==> src/rtl/jtag_driver_if.sv <==
// Command/response channel between a scan sequencer and the JTAG driver.
// The sequencer side uses the master modport and the driver uses slave.
interface jtag_driver_if #(
  parameter int MAXLEN = 33,
  parameter int LENW   = 6
);
  logic              cmd_valid;
  logic              cmd_ready;
  logic [1:0]        cmd_op;
  logic [LENW-1:0]   cmd_len;
  logic [MAXLEN-1:0] cmd_data;
  logic              rsp_valid;
  logic [MAXLEN-1:0] rsp_data;

  modport master (
    output cmd_valid, cmd_op, cmd_len, cmd_data,
    input  cmd_ready, rsp_valid, rsp_data
  );

  modport slave (
    input  cmd_valid, cmd_op, cmd_len, cmd_data,
    output cmd_ready, rsp_valid, rsp_data
  );
endinterface

==> src/rtl/jtag_driver.sv <==
// TCLK-domain TAP master: walks the TAP through IR/DR scans or a TMS reset,
// driving registered TMS/WSI and collecting WSO into the response.
module jtag_driver #(
  parameter int MAXLEN = 33,
  parameter int LENW   = 6
) (
  input  logic          TCLK,
  input  logic          TRESETN,
  jtag_driver_if.slave  bus,
  output logic          busy,
  output logic          TMS,
  output logic          WSI,
  input  logic          WSO
);

  typedef enum logic [3:0] {
    INIT, IDLE, SEL_DR, SEL_IR, CAPTURE, SHIFT_ENTRY, SHIFT, UPDATE, RTI
  } state_t;

  localparam logic [LENW-1:0] MAXLEN_L = LENW'(MAXLEN);

  state_t            state, state_d;
  logic              tms_q, tms_d;
  logic              wsi_q, wsi_d;
  logic              is_ir, is_ir_d;
  logic              pend, pend_d;
  logic              rv_q, rv_d;
  logic [LENW-1:0]   len_q, len_d;
  logic [LENW-1:0]   cnt, cnt_d;
  logic [MAXLEN-1:0] sreg, sreg_d;
  logic [MAXLEN-1:0] cap, cap_d;
  logic [MAXLEN-1:0] rd_q, rd_d;
  logic [LENW-1:0]   len_eff;
  logic [LENW-1:0]   bit_idx;
  logic              ready;
  logic              accept;

  assign len_eff = (bus.cmd_len > MAXLEN_L) ? MAXLEN_L : bus.cmd_len;
  assign bit_idx = len_q - cnt;
  // Held low during the response cycle so commands are always separated by an idle cycle.
  assign ready   = (state == IDLE) && !rv_q;
  assign accept  = bus.cmd_valid && ready;

  assign bus.cmd_ready = ready;
  assign bus.rsp_valid = rv_q;
  assign bus.rsp_data  = rd_q;
  assign busy          = (state != IDLE);
  assign TMS           = tms_q;
  assign WSI           = wsi_q;

  always_ff @(posedge TCLK or negedge TRESETN) begin
    if (!TRESETN) begin
      state <= INIT;
      tms_q <= 1'b1;
      wsi_q <= 1'b0;
      is_ir <= 1'b0;
      pend  <= 1'b0;
      rv_q  <= 1'b0;
      len_q <= '0;
      cnt   <= '0;
      sreg  <= '0;
      cap   <= '0;
      rd_q  <= '0;
    end else begin
      state <= state_d;
      tms_q <= tms_d;
      wsi_q <= wsi_d;
      is_ir <= is_ir_d;
      pend  <= pend_d;
      rv_q  <= rv_d;
      len_q <= len_d;
      cnt   <= cnt_d;
      sreg  <= sreg_d;
      cap   <= cap_d;
      rd_q  <= rd_d;
    end
  end

  always_comb begin
    state_d = state;
    tms_d   = tms_q;
    wsi_d   = 1'b0;
    is_ir_d = is_ir;
    pend_d  = pend;
    rv_d    = 1'b0;
    len_d   = len_q;
    cnt_d   = cnt;
    sreg_d  = sreg;
    cap_d   = cap;
    rd_d    = rd_q;
    case (state)
      INIT: begin
        // Reset value of TMS is the first of five 1s; the fifth edge drives the single 0.
        cnt_d = cnt + LENW'(1);
        tms_d = (cnt < LENW'(4));
        if (cnt == LENW'(5)) begin
          state_d = IDLE;
          tms_d   = 1'b0;
          cnt_d   = '0;
          if (pend) begin
            rv_d   = 1'b1;
            rd_d   = cap;
            pend_d = 1'b0;
          end
        end
      end
      IDLE: begin
        tms_d = 1'b0;
        if (accept) begin
          cap_d   = '0;
          sreg_d  = bus.cmd_data;
          len_d   = len_eff;
          is_ir_d = (bus.cmd_op == 2'b01);
          case (bus.cmd_op)
            2'b10: begin
              state_d = INIT;
              tms_d   = 1'b1;
              cnt_d   = '0;
              pend_d  = 1'b1;
            end
            2'b11: begin
              rv_d = 1'b1;
              rd_d = '0;
            end
            default: begin
              if (len_eff == '0) begin
                rv_d = 1'b1;
                rd_d = '0;
              end else begin
                state_d = SEL_DR;
                tms_d   = 1'b1;
              end
            end
          endcase
        end
      end
      SEL_DR: begin
        state_d = is_ir ? SEL_IR : CAPTURE;
        tms_d   = is_ir;
      end
      SEL_IR: begin
        state_d = CAPTURE;
        tms_d   = 1'b0;
      end
      CAPTURE: begin
        state_d = SHIFT_ENTRY;
        tms_d   = 1'b0;
      end
      SHIFT_ENTRY: begin
        state_d = SHIFT;
        wsi_d   = sreg[0];
        sreg_d  = sreg >> 1;
        cnt_d   = len_q;
        tms_d   = (len_q == LENW'(1));
      end
      SHIFT: begin
        cap_d[bit_idx] = WSO;
        if (cnt == LENW'(1)) begin
          state_d = UPDATE;
          tms_d   = 1'b1;
        end else begin
          cnt_d  = cnt - LENW'(1);
          wsi_d  = sreg[0];
          sreg_d = sreg >> 1;
          tms_d  = (cnt == LENW'(2));
        end
      end
      UPDATE: begin
        state_d = RTI;
        tms_d   = 1'b0;
      end
      RTI: begin
        state_d = IDLE;
        tms_d   = 1'b0;
        rv_d    = 1'b1;
        rd_d    = cap;
      end
      default: begin
        state_d = INIT;
        tms_d   = 1'b1;
        cnt_d   = '0;
      end
    endcase
  end

endmodule

==> src/flat_wrapper.sv <==
// flat-port wrapper written by rule: the top's interface ports become plain ports
module jtag_driver_flat 
#(
  parameter int MAXLEN = 33,
  parameter int LENW   = 6
)
  (TCLK, TRESETN, busy, TMS, WSI, WSO, bus_cmd_valid, bus_cmd_op, bus_cmd_len, bus_cmd_data, bus_cmd_ready, bus_rsp_valid, bus_rsp_data);
  jtag_driver_if #(.MAXLEN(MAXLEN), .LENW(LENW)) bus_i ();
  input  logic TCLK;
  input  logic TRESETN;
  output logic busy;
  output logic TMS;
  output logic WSI;
  input  logic WSO;
  input wire logic [$bits(bus_i.cmd_valid)-1:0] bus_cmd_valid;
  input wire logic [$bits(bus_i.cmd_op)-1:0] bus_cmd_op;
  input wire logic [$bits(bus_i.cmd_len)-1:0] bus_cmd_len;
  input wire logic [$bits(bus_i.cmd_data)-1:0] bus_cmd_data;
  output wire logic [$bits(bus_i.cmd_ready)-1:0] bus_cmd_ready;
  output wire logic [$bits(bus_i.rsp_valid)-1:0] bus_rsp_valid;
  output wire logic [$bits(bus_i.rsp_data)-1:0] bus_rsp_data;
  assign bus_i.cmd_valid = bus_cmd_valid;
  assign bus_i.cmd_op = bus_cmd_op;
  assign bus_i.cmd_len = bus_cmd_len;
  assign bus_i.cmd_data = bus_cmd_data;
  assign bus_cmd_ready = bus_i.cmd_ready;
  assign bus_rsp_valid = bus_i.rsp_valid;
  assign bus_rsp_data = bus_i.rsp_data;
  jtag_driver #(.MAXLEN(MAXLEN), .LENW(LENW)) u_core (.TCLK(TCLK), .TRESETN(TRESETN), .bus(bus_i), .busy(busy), .TMS(TMS), .WSI(WSI), .WSO(WSO));
endmodule
==> config.mk <==
export PLATFORM = sky130hd
export DESIGN_NAME = jtag_driver_flat
export DESIGN_NICKNAME = d
export VERILOG_FILES = /design/src/rtl/jtag_driver_if.sv /design/src/rtl/jtag_driver.sv /design/src/flat_wrapper.sv
export SDC_FILE = /design/constraint.sdc
export NUM_CORES = 1
export LEC_CHECK = 0
export CELL_PAD_IN_SITES_DETAIL_PLACEMENT = 0
export CELL_PAD_IN_SITES_GLOBAL_PLACEMENT = 1
export CORE_ASPECT_RATIO = 0.7
export CORE_MARGIN = 10
export CORE_UTILIZATION = 40
export DETAILED_ROUTE_END_ITERATION = 12
export DONT_BUFFER_PORTS = 1
export PLACE_DENSITY = 0.68
export SYNTH_ARGS = -nofsm -noshare
export SYNTH_HDL_FRONTEND = slang
export SYNTH_SLANG_ARGS = --single-unit
export TNS_END_PERCENT = 10
==> constraint.sdc <==
create_clock -name TCLK -period 2.6 [get_ports TCLK]
set_input_delay 0.26 -clock TCLK [delete_from_list [all_inputs] [get_ports TCLK]]
set_output_delay 0.26 -clock TCLK [all_outputs]
set_load 0.01 [all_outputs]
==> out/summary.txt <==
Drt pass-1 iters - 6
Failing checks - hold timing
Max cap viols - 0
Power per Cell Area - 1390 nW/um2
Post-synthesis mux area share - 5.57%
Met2 Track Usage GR - 22.0%
Setup TNS - 0 ns
GRT Overall Usage - 16.1%
Class of the worst hold path - in -> async
Initial antenna violation count - 0
Synthesized area - 5950 um2
Ant diodes - 0
Required time worst endpoint - 2.88 ns
Die footprint - 20200 um2
Cells taking the most area after synthesis - dfrtp_1, o21ai_0, nand2_1
Yosys warning total - 0
Total gr overflow - 0
Layout cell share with drive strength beyond 1 - 13.4%
Worst-margin pin slew - 0.900 ns
Cts hold-fix bufs - 5
Simple-gate share of the synthesized area - 15.8%
Rel. slew slack - 39.8%
Final hold vios - 120
Worst reg2reg path startpoint - u_core.state[1]$_DFFE_PN0P_
Clock-pin slew on the worst setup and hold paths - 0.06 ns
Clock latency on the worst-skew pair - 0.42 ns
Global-route wire length before repair - 26700 um
Leak - 3.16 nW
CTS H-tree depth - 4
Critical path arrival - 2.76 ns
# IOs - 83
Critical-path maximum fanout - 16
Row cnt - 37
Post-synthesis sequential area ratio - 50.5%
Post-DRT Antenna Nets - 0
Syn avg cell area - 9.32 um2
GR peak layer - met1
R2R setup slack - 0.11 ns
Non-Filler Instances - 867
Crit path time final - 2.49 ns
Syn-to-layout area delta - 19.1%
Synth top area share - 50.0%
Fraction of synthesized cell area in xor and xnor cells - 2.06%
Largest net degree at the start of global routing - 121
Fin crit share - 95.7%
Vias in the first global route - 4784
WS Path Type - reg -> reg
Via count - 4842
FF-to-FF path depth - 6
Max-slew violations - 0
Post-synth top flop - dfrtp_1
Die H - 122 um
CTS max path bufs - 2
Yosys top cell by area - dfrtp_1
Type of origin of the critical path - flop
Synth cell count leaders - nand2_1, dfrtp_1, o21ai_0, clkbuf_1, mux2i_1
Number of synthesized register bits - 120
Placed Instances - 828
Maximum clock frequency - 402 MHz
Worst Setup EP - u_core.cap[9]$_DFFE_PN0P_
Distinct cell type count after synthesis - 54
CTS Sinks - 120
Final wirelength - 16300 um
Number of flops mapped to enable cells by yosys - 0
Hold WS - -0.464 ns
Post-Synth Adder-Cell Area - 2.23%
Asr flop ratio synth - 100%
# port buffers - 0
Synth Instances - 639
Total CTS buffers - 17
Top-count cell post-synth - nand2_1
Main combinational cell family by area after synthesis - compound AO/OA/AOI/OAI gates
DP Wirelength - 11300 um
GR met1 Demand/Resource - 22.3%
Max Clock Skew - 0.0110 ns
Gpl congestion - 0.913
Syn_nets - 694
Final net count - 714
RSZ-0062 raised after global routing - true
Per-cell routed wire length - 18.8 um
Root Buffer - clkbuf_16
Critical Path Source - u_core.state[1]$_DFFE_PN0P_
Initial core utilization - 40.7%
TritonCTS clock tree - yes
CORE AREA - 14600 um2
Total power - 9.86 mW
DRC - 0
DR iter-0 viols - 415
Via-per-instance ratio - 5.58
Die width - 166 um
Met3 Usage GRT - 7.63%
Peak supply drop - 0.672 mV
Worst R2R End - u_core.cap[9]$_DFFE_PN0P_
Crit end category - flop
Final Setup Violations - 0
Post-synthesis compound-gate area fraction - 20.2%
Status - complete, but fails checks
==> worst max-delay path, stage by stage, from the launching register on <==
cell and delay, ns:
dfrtp_1 0.38, or4b_1 0.56, or3b_4 0.55, nand2_2 0.16
nand3_1 0.23, o311ai_0 0.32, o21ai_0 0.13
==> how the worst min path moves through the flow <==
stage | from | to | slack (ns) | depth (start not counted)
floorplan | TRESETN | u_core.WSI$_DFF_PN0_ | -0.04 | 0
global placement | TRESETN | u_core.sreg[28]$_DFFE_PN0P_ | -0.03 | 0
detailed placement | TRESETN | u_core.sreg[29]$_DFFE_PN0P_ | -0.03 | 0
CTS | TRESETN | u_core.is_ir$_DFFE_PN0P_ | -0.47 | 0
global route | TRESETN | u_core.sreg[29]$_DFFE_PN0P_ | -0.48 | 0
finish | TRESETN | u_core.sreg[27]$_DFFE_PN0P_ | -0.46 | 0
==> timing repair <==
| action | CTS | global route |
|---|---|---|
| resized for setup | 0 | 15 |
| buffers inserted | 0 | 1 |
| setup endpoints to repair | 0 | 28 |
| endpoints found under the hold margin | 125 | 120 |
==> layer usage <==
metal  up-vias  wire (um)
li1       2319          -
met1      2342       7720
met2       165       6630
met3        16       1790
met4         0        161
met5         -          0
==> kinds of logic (layout without fill, tap and decap cells) <==
group | count (synthesis) | after routing
xor gates and xnor gates | 14 | 14
DFF | 120 | 120
buffers and inverters | 54 | 87
adders and majority gates | 10 | 10
AOI/OAI and AO/OA | 200 | 200
and+or+nand+nor | 208 | 208
muxes | 33 | 33
==> stage by stage <==
| stage | instance area (um2) | worst slack, ns | hold WS (ns) | utilization, % |
|---|---|---|---|---|
| 2_1_floorplan | 5960 | 0.000190 | -0.0356 | - |
| 4_1_cts | 7040 | 0.0359 | -0.470 | 48.1 |
| 3_3_place_gp | 6370 | 0.133 | -0.0316 | 43.5 |
| 3_5_place_dp | 6370 | 0.0597 | -0.0311 | 43.5 |
| 5_1_grt | 7090 | -0.0439 | -0.482 | 48.5 |
| 6_report | 7090 | 0.112 | -0.464 | 48.5 |
==> registers in the layout, indices dropped and copies added (netlist names) <==
name / cells
u_core.bus.rsp_valid: 1
u_core.len_q: 6
u_core.cap: 33
u_core.WSI: 1
u_core.sreg: 33
u_core.bus.rsp_data: 33
u_core.TMS: 1
u_core.pend: 1
u_core.cnt: 6
u_core.state: 4
u_core.is_ir: 1
==> area by class of cell <==
class | count | area [um2]
tap | 195 | 244
clock inverter | 14 | 186
timing repair buffer | 45 | 389
fill | 1390 | 7540
clock buffer | 18 | 439
multi-input combinational | 465 | 2790
sequential | 120 | 3000
inverter | 10 | 37.5
==> report_power, final <==
group / total [mW] / switching (mW) / internal [mW] / leakage [nW]
logic: 4.03 / 2.41 / 1.62 / 1.31
registers: 3.33 / 0.673 / 2.65 / 1.55
clock network: 2.51 / 0.951 / 1.56 / 0.300
total: 9.86 / 4.03 / 5.83 / 3.16
==> cells in the final DEF, fill, tap and decap left out, types with 6 or more instances in the layout <==
cell and count:
a21oi_1 11, buf_4 35, clkbuf_16 17, dfrtp_1 119, ha_1 8, inv_1 9, mux2i_1 32, nand2_1 130
nand2b_1 15, nand3_1 11, nor2_1 12, nor3_1 9, o211ai_1 26, o21ai_0 108, o21ai_1 7, o311ai_0 7
o31ai_1 7, xnor2_1 6, xor2_1 7
Note: power is estimated with default switching activity, not from simulation.
